`src/rtl/an_decode_ctrl_n37.sv`:
```
// an_decode_ctrl_n37: multi-cycle AN-code (A=37) decoder/corrector.
// Sequence: Barrett quotient, residue, residue fix-up, single-bit
// correction via a 37-entry adjust ROM, then a ready/valid output hold.
// Optional build macro: AN_ERR_CNT_EN adds saturating corr_cnt/fail_cnt.
`timescale 1ns/1ps

module an_decode_ctrl_n37 (
    input  logic        clk,
    input  logic        rst_n,
    input  logic        in_valid,
    output logic        in_ready,
    input  logic [18:0] in_code,
    output logic        out_valid,
    input  logic        out_ready,
    output logic [12:0] out_msg,
    output logic        out_err,
    output logic        out_uncorr
`ifdef AN_ERR_CNT_EN
    ,
    output logic [15:0] corr_cnt,
    output logic [15:0] fail_cnt
`endif
);

    // Code constants; the adjust ROM below is derived for A=37 only.
    localparam int          A     = 37;
    localparam int          SHIFT = 24;
    localparam logic [37:0] MU    = 38'd453438;   // floor(2^24/37)

    typedef enum logic [2:0] {
        S_IDLE, S_MUL, S_RED, S_FIX, S_COR, S_OUT
    } state_t;

    state_t              state_q, state_d;
    logic [18:0]         x_q, x_d;
    logic [13:0]         q_q, q_d;
    logic [19:0]         r_q, r_d;
    logic                out_valid_q, out_valid_d;
    logic [12:0]         out_msg_q, out_msg_d;
    logic                out_err_q, out_err_d;
    logic                out_uncorr_q, out_uncorr_d;
    logic signed [14:0]  adj;
    logic signed [14:0]  m;

    // Residue -> signed message adjustment. Residue 2^i mod 37 means bit i
    // was set by the error (subtract floor(2^i/37)); 37-(2^i mod 37) means
    // bit i was cleared (add ceil(2^i/37)). Since 2 is a primitive root
    // mod 37, the 36 nonzero residues are covered exactly once.
    function automatic logic signed [14:0] adj_rom(input logic [5:0] r);
        case (r)
            6'd3:    adj_rom =  15'sd7;
            6'd5:    adj_rom =  15'sd1;
            6'd6:    adj_rom =  15'sd14;
            6'd7:    adj_rom =  15'sd443;
            6'd9:    adj_rom = -15'sd1771;
            6'd10:   adj_rom =  15'sd2;
            6'd11:   adj_rom =  15'sd111;
            6'd12:   adj_rom =  15'sd28;
            6'd13:   adj_rom = -15'sd55;
            6'd14:   adj_rom =  15'sd886;
            6'd15:   adj_rom = -15'sd221;
            6'd17:   adj_rom = -15'sd3;
            6'd18:   adj_rom = -15'sd3542;
            6'd19:   adj_rom =  15'sd3543;
            6'd20:   adj_rom =  15'sd4;
            6'd21:   adj_rom =  15'sd1;
            6'd22:   adj_rom =  15'sd222;
            6'd23:   adj_rom = -15'sd885;
            6'd24:   adj_rom =  15'sd56;
            6'd25:   adj_rom = -15'sd27;
            6'd26:   adj_rom = -15'sd110;
            6'd27:   adj_rom = -15'sd1;
            6'd28:   adj_rom =  15'sd1772;
            6'd29:   adj_rom =  15'sd1;
            6'd30:   adj_rom = -15'sd442;
            6'd31:   adj_rom = -15'sd13;
            6'd33:   adj_rom =  15'sd1;
            6'd34:   adj_rom = -15'sd6;
            6'd35:   adj_rom =  15'sd1;
            6'd36:   adj_rom =  15'sd1;
            // 0, 1, 2, 4, 8, 16, 32 (low-bit errors) and unused codes.
            default: adj_rom =  15'sd0;
        endcase
    endfunction

    assign in_ready   = (state_q == S_IDLE);
    assign out_valid  = out_valid_q;
    assign out_msg    = out_msg_q;
    assign out_err    = out_err_q;
    assign out_uncorr = out_uncorr_q;

    // Next-state and datapath step for each sequencer state.
    always_comb begin
        // NOTE: every variable gets a default before the case so no path
        // leaves one unassigned, which would otherwise infer a latch.
        state_d      = state_q;
        x_d          = x_q;
        q_d          = q_q;
        r_d          = r_q;
        out_valid_d  = out_valid_q;
        out_msg_d    = out_msg_q;
        out_err_d    = out_err_q;
        out_uncorr_d = out_uncorr_q;
        adj          = '0;
        m            = '0;
        case (state_q)
            S_IDLE: begin
                if (in_valid) begin
                    x_d     = in_code;
                    state_d = S_MUL;
                end
            end
            S_MUL: begin
                q_d     = 14'((38'(x_q) * MU) >> SHIFT);
                state_d = S_RED;
            end
            S_RED: begin
                r_d     = {1'b0, x_q} - 20'(q_q) * 20'(A);
                state_d = S_FIX;
            end
            S_FIX: begin
                // Barrett underestimates q by at most one for 19-bit x.
                if (r_q >= 20'(A)) begin
                    r_d = r_q - 20'(A);
                    q_d = q_q + 14'd1;
                end
                state_d = S_COR;
            end
            S_COR: begin
                adj       = adj_rom(r_q[5:0]);
                // q+adj can exceed 16383 and wrap negative in 15 bits; both
                // the wrapped and unwrapped values land in the reject range.
                m         = $signed({1'b0, q_q}) + adj;
                out_err_d = (r_q != 20'd0);
                if (m < 15'sd0 || m > 15'sd8191) begin
                    out_uncorr_d = 1'b1;
                    out_msg_d    = '0;
                end else begin
                    out_uncorr_d = 1'b0;
                    out_msg_d    = m[12:0];
                end
                out_valid_d = 1'b1;
                state_d     = S_OUT;
            end
            S_OUT: begin
                if (out_ready) begin
                    out_valid_d = 1'b0;
                    state_d     = S_IDLE;
                end
            end
            default: state_d = S_IDLE;
        endcase
    end

    // State and datapath registers with synchronous active-low reset.
    always_ff @(posedge clk) begin
        // NOTE: non-blocking assignments so every flop samples pre-edge values.
        if (!rst_n) begin
            state_q      <= S_IDLE;
            x_q          <= '0;
            q_q          <= '0;
            r_q          <= '0;
            out_valid_q  <= 1'b0;
            out_msg_q    <= '0;
            out_err_q    <= 1'b0;
            out_uncorr_q <= 1'b0;
        end else begin
            state_q      <= state_d;
            x_q          <= x_d;
            q_q          <= q_d;
            r_q          <= r_d;
            out_valid_q  <= out_valid_d;
            out_msg_q    <= out_msg_d;
            out_err_q    <= out_err_d;
            out_uncorr_q <= out_uncorr_d;
        end
    end

`ifdef AN_ERR_CNT_EN
    logic [15:0] corr_cnt_q, corr_cnt_d;
    logic [15:0] fail_cnt_q, fail_cnt_d;

    // Saturating event counters, stepped only on the output handshake.
    always_comb begin
        corr_cnt_d = corr_cnt_q;
        fail_cnt_d = fail_cnt_q;
        if (out_valid_q && out_ready) begin
            if (out_uncorr_q) begin
                if (fail_cnt_q != 16'hFFFF) fail_cnt_d = fail_cnt_q + 16'd1;
            end else if (out_err_q) begin
                if (corr_cnt_q != 16'hFFFF) corr_cnt_d = corr_cnt_q + 16'd1;
            end
        end
    end

    // Counter registers.
    always_ff @(posedge clk) begin
        if (!rst_n) begin
            corr_cnt_q <= '0;
            fail_cnt_q <= '0;
        end else begin
            corr_cnt_q <= corr_cnt_d;
            fail_cnt_q <= fail_cnt_d;
        end
    end

    assign corr_cnt = corr_cnt_q;
    assign fail_cnt = fail_cnt_q;
`endif

endmodule

```
`config.mk`:
```
export PLATFORM = sky130hd
export DESIGN_NAME = an_decode_ctrl_n37
export DESIGN_NICKNAME = d
export VERILOG_FILES = /design/src/rtl/an_decode_ctrl_n37.sv
export SDC_FILE = /design/constraint.sdc
export NUM_CORES = 1
export LEC_CHECK = 0
export CORE_MARGIN = 2
export CORE_UTILIZATION = 55
export CTS_CLUSTER_DIAMETER = 40
export DETAILED_ROUTE_END_ITERATION = 12
export PLACE_DENSITY_LB_ADDON = 0.15
export SETUP_SLACK_MARGIN = 0.15
export SLEW_MARGIN = 20
export SYNTH_ARGS = -nofsm -noshare
export SYNTH_HDL_FRONTEND = slang
export SYNTH_SLANG_ARGS = --single-unit
```
`constraint.sdc`:
```
create_clock -name clk -period 6.7 [get_ports clk]
set_input_delay 1.34 -clock clk [delete_from_list [all_inputs] [get_ports clk]]
set_output_delay 1.34 -clock clk [all_outputs]
set_load 0.01 [all_outputs]
```
==> qor.txt <==
GRT Residual Overflow - 0
CTS clk-pin slew, worst paths - 0.07 ns
Mapped cell area - 13,360 um2
Number of port buffers - 39
Final worst path period need - 6.197 ns
Antenna cells - 0
Syn avg cell area - 9.009 um2
Area of the multi-input gates - 10,400 um2
Fin. Hold Viols - 0
Placement-stage cell area - 14,090 um2
Rel. slew slack - 38.27%
Cts repair resizes - 0
DR pass1 iterations - 5
Hold_ws - 0.4639 ns
Synth cell types - 84
Final Cell Area - 14,390 um2
Most common cell on crit path - fa_1
Place WS - 0.4333 ns
P&R area growth vs syn - 7.708%
Largest net degree at the start of global routing - 39
Achievable Freq - 161.4 MHz
Fill cells - 2,189
GP Congestion - 0.9351
Die height - 159.9 um
Post-Syn Nets - 1,901
Die W - 159.9 um
CTS tree - built
Share of cells above drive strength 1 - 4.422%
RSZ-0062 raised after global routing - no
HP Class - flop to flop
Crit path max-delay cell type - fa_1
Root Buffer - clkbuf_16
Startpoint Class - flop
P_leak - 7.360 nW
Worst IR Drop VDD - 0.2362 mV
Post CTS Setup Buffer Count - 0
Setup_tns - 0 ns
First-pass GRT wire length - 55.48 mm
Clk buf depth - 2
Placed Cells - 1,823
Util after Layout - 59.70%
DRC Markers - 0
Antenna violations before repair - 0
GRT Resource Usage Total - 27.52%
Synth Flop Type - dfxtp_1
Nets - 1,928
Starting DRT DRC Count - 473
Maxcap violations - 0
ANT nets after route - 0
CTS Buf Count - 9
Final number of setup-violating endpoints - 0
Worst-Skew Late Latency - 0.36 ns
Top Ports - 40
Crit path arrival time - 6.48 ns
PwrDens - 388.0 nW/um2
Ys Warns - 0
Wirelength per Cell - 18.29 um
Initial Util - 55.42%
Fin cells - 1,839
Seq cells post-synth - 85
Tot Pwr - 5.583 mW
# hold bufs at CTS - 0
Row cnt - 57
Crit path cell chain - fa_1 -> inv_1 -> fa_1 -> inv_1 -> fa_1 -> fa_1 -> fa_1 -> inv_1 -> fa_1 -> inv_1 -> ha_1 -> a21oi_1 -> o21ai_0 -> or2_2 -> o211ai_1 -> buf_4 -> o31a_1 -> nor2_1 -> o21ai_0 -> mux2_2 -> a211oi_1
Max Slew Vio Count - 0
Worst slew pin tran - 0.9225 ns
Crit path largest cell delay - 0.63 ns
Period Utilization, post-route - 92.49%
Vias per cell - 5.648
Core area - 24,110 um2
Via count - 10,390
Vias in the first global route - 10,680
Outcome - complete, no violations
Post-synth EDFFs - 0
Cell count after synthesis - 1,483
CP Capture Type - flop
Die footprint - 25,550 um2
Critical path's top delay family - adder cells
Estimated wirelength of the detail-placed design - 28.21 mm
Async set or reset register ratio after synthesis - 0%
Clk sinks - 85
Sequential cell area - 1715 um2
PnR worst setup slack - 0.5031 ns
Buf/Inv on CP - 5
H-Tree Depth - 3
CP required - 6.98 ns
Register area share after synthesis - 12.74%
CP max FO - 8
Critical path class - flop to flop
Worst Clk Skew - 0.01287 ns
Routed WL - 33.63 mm
final timing paths:
kind,start,to,slack [ns],depth (start not counted)
setup reg to reg,x_q[7]$_SDFFE_PN0P_,q_q[10]$_SDFFE_PN0P_,0.50,21
hold / removal,out_msg[1]$_SDFFE_PN0P_,out_msg[1]$_SDFFE_PN0P_,0.46,1
setup / recovery,x_q[7]$_SDFFE_PN0P_,q_q[10]$_SDFFE_PN0P_,0.50,21
hold reg to reg,out_msg[1]$_SDFFE_PN0P_,out_msg[1]$_SDFFE_PN0P_,0.46,1
synthesized netlist by cell type (all sizes together), types with 6 or more instances:
cell type,n,area [um2]
and3,13,81.33
and2,11,70.07
a21boi,6,45.04
inv,287,1077
buf,13,78.82
a32o,14,140.1
xor2,23,201.4
a21oi,100,504.2
a211oi,17,132.6
fa,172,3443
clkbuf,24,90.09
a21o,30,232.7
dfxtp,85,1702
or3,7,43.79
ha,223,2790
nand2,102,397.9
a31oi,10,77.57
o22ai,6,37.54
nand4,9,71.32
nand3,28,140.1
o211ai,16,120.1
xnor2,29,254.0
o21bai,9,67.56
o21ai,63,315.3
nor4,9,101.4
nand2b,8,50.05
nor3,28,145.1
nor2,68,255.2
layout make-up:
class / count / area share [%]
inverters: 288 / 7.547
repair buffers: 53 / 3.443
multi-input cells: 1073 / 72.30
clock buffers: 10 / 1.661
clock inverters: 6 / 0.3130
well taps: 324 / 2.817
flip-flops and latches: 85 / 11.92
cell usage in the layout (no fill, tap or decap), types with 7 or more instances in the layout:
cell and instances:
a31oi_1 9, o211ai_1 16, clkbuf_16 9, nand4_1 8
dfxtp_1 76, nand3_1 28, dfxtp_2 8, nand2b_1 8
and3_1 13, xnor2_1 29, inv_1 284, clkdlybuf4s50_1 39
ha_1 223, o21bai_1 9, nor2_1 68, nand2_1 100
a21o_1 29, nor3_1 27, a21oi_1 99, and2_1 9
a211oi_1 16, buf_4 14, or3_1 7, o21ai_0 62
fa_1 172, xor2_1 23, a32o_1 14
kinds of logic (layout without fill, tap and decap cells):
family / after synthesis / in the layout / synth area share (%)
compound gates: 320 / 320 / 16.10
xor+xnor: 52 / 52 / 3.409
fa+ha+maj: 395 / 395 / 46.66
buf+inv: 325 / 357 / 9.393
flops: 85 / 85 / 12.74
mux: 4 / 4 / 0.3090
simple gates: 302 / 302 / 11.40
metal layers:
layer,up-vias,global-route usage [%],share of wire [%]
li1,5059,-,-
met1,5014,36.99,45
met2,268,46.85,48
met3,45,3.013,4.4
met4,0,8.722,2.6
met5,-,0,0
power breakdown:
group / total [mW] / internal, mW / switching, mW
combinational: 4.33 / 1.81 / 2.52
sequential: 0.768 / 0.595 / 0.173
clock: 0.487 / 0.264 / 0.223
(Power assumes the default switching activity.)
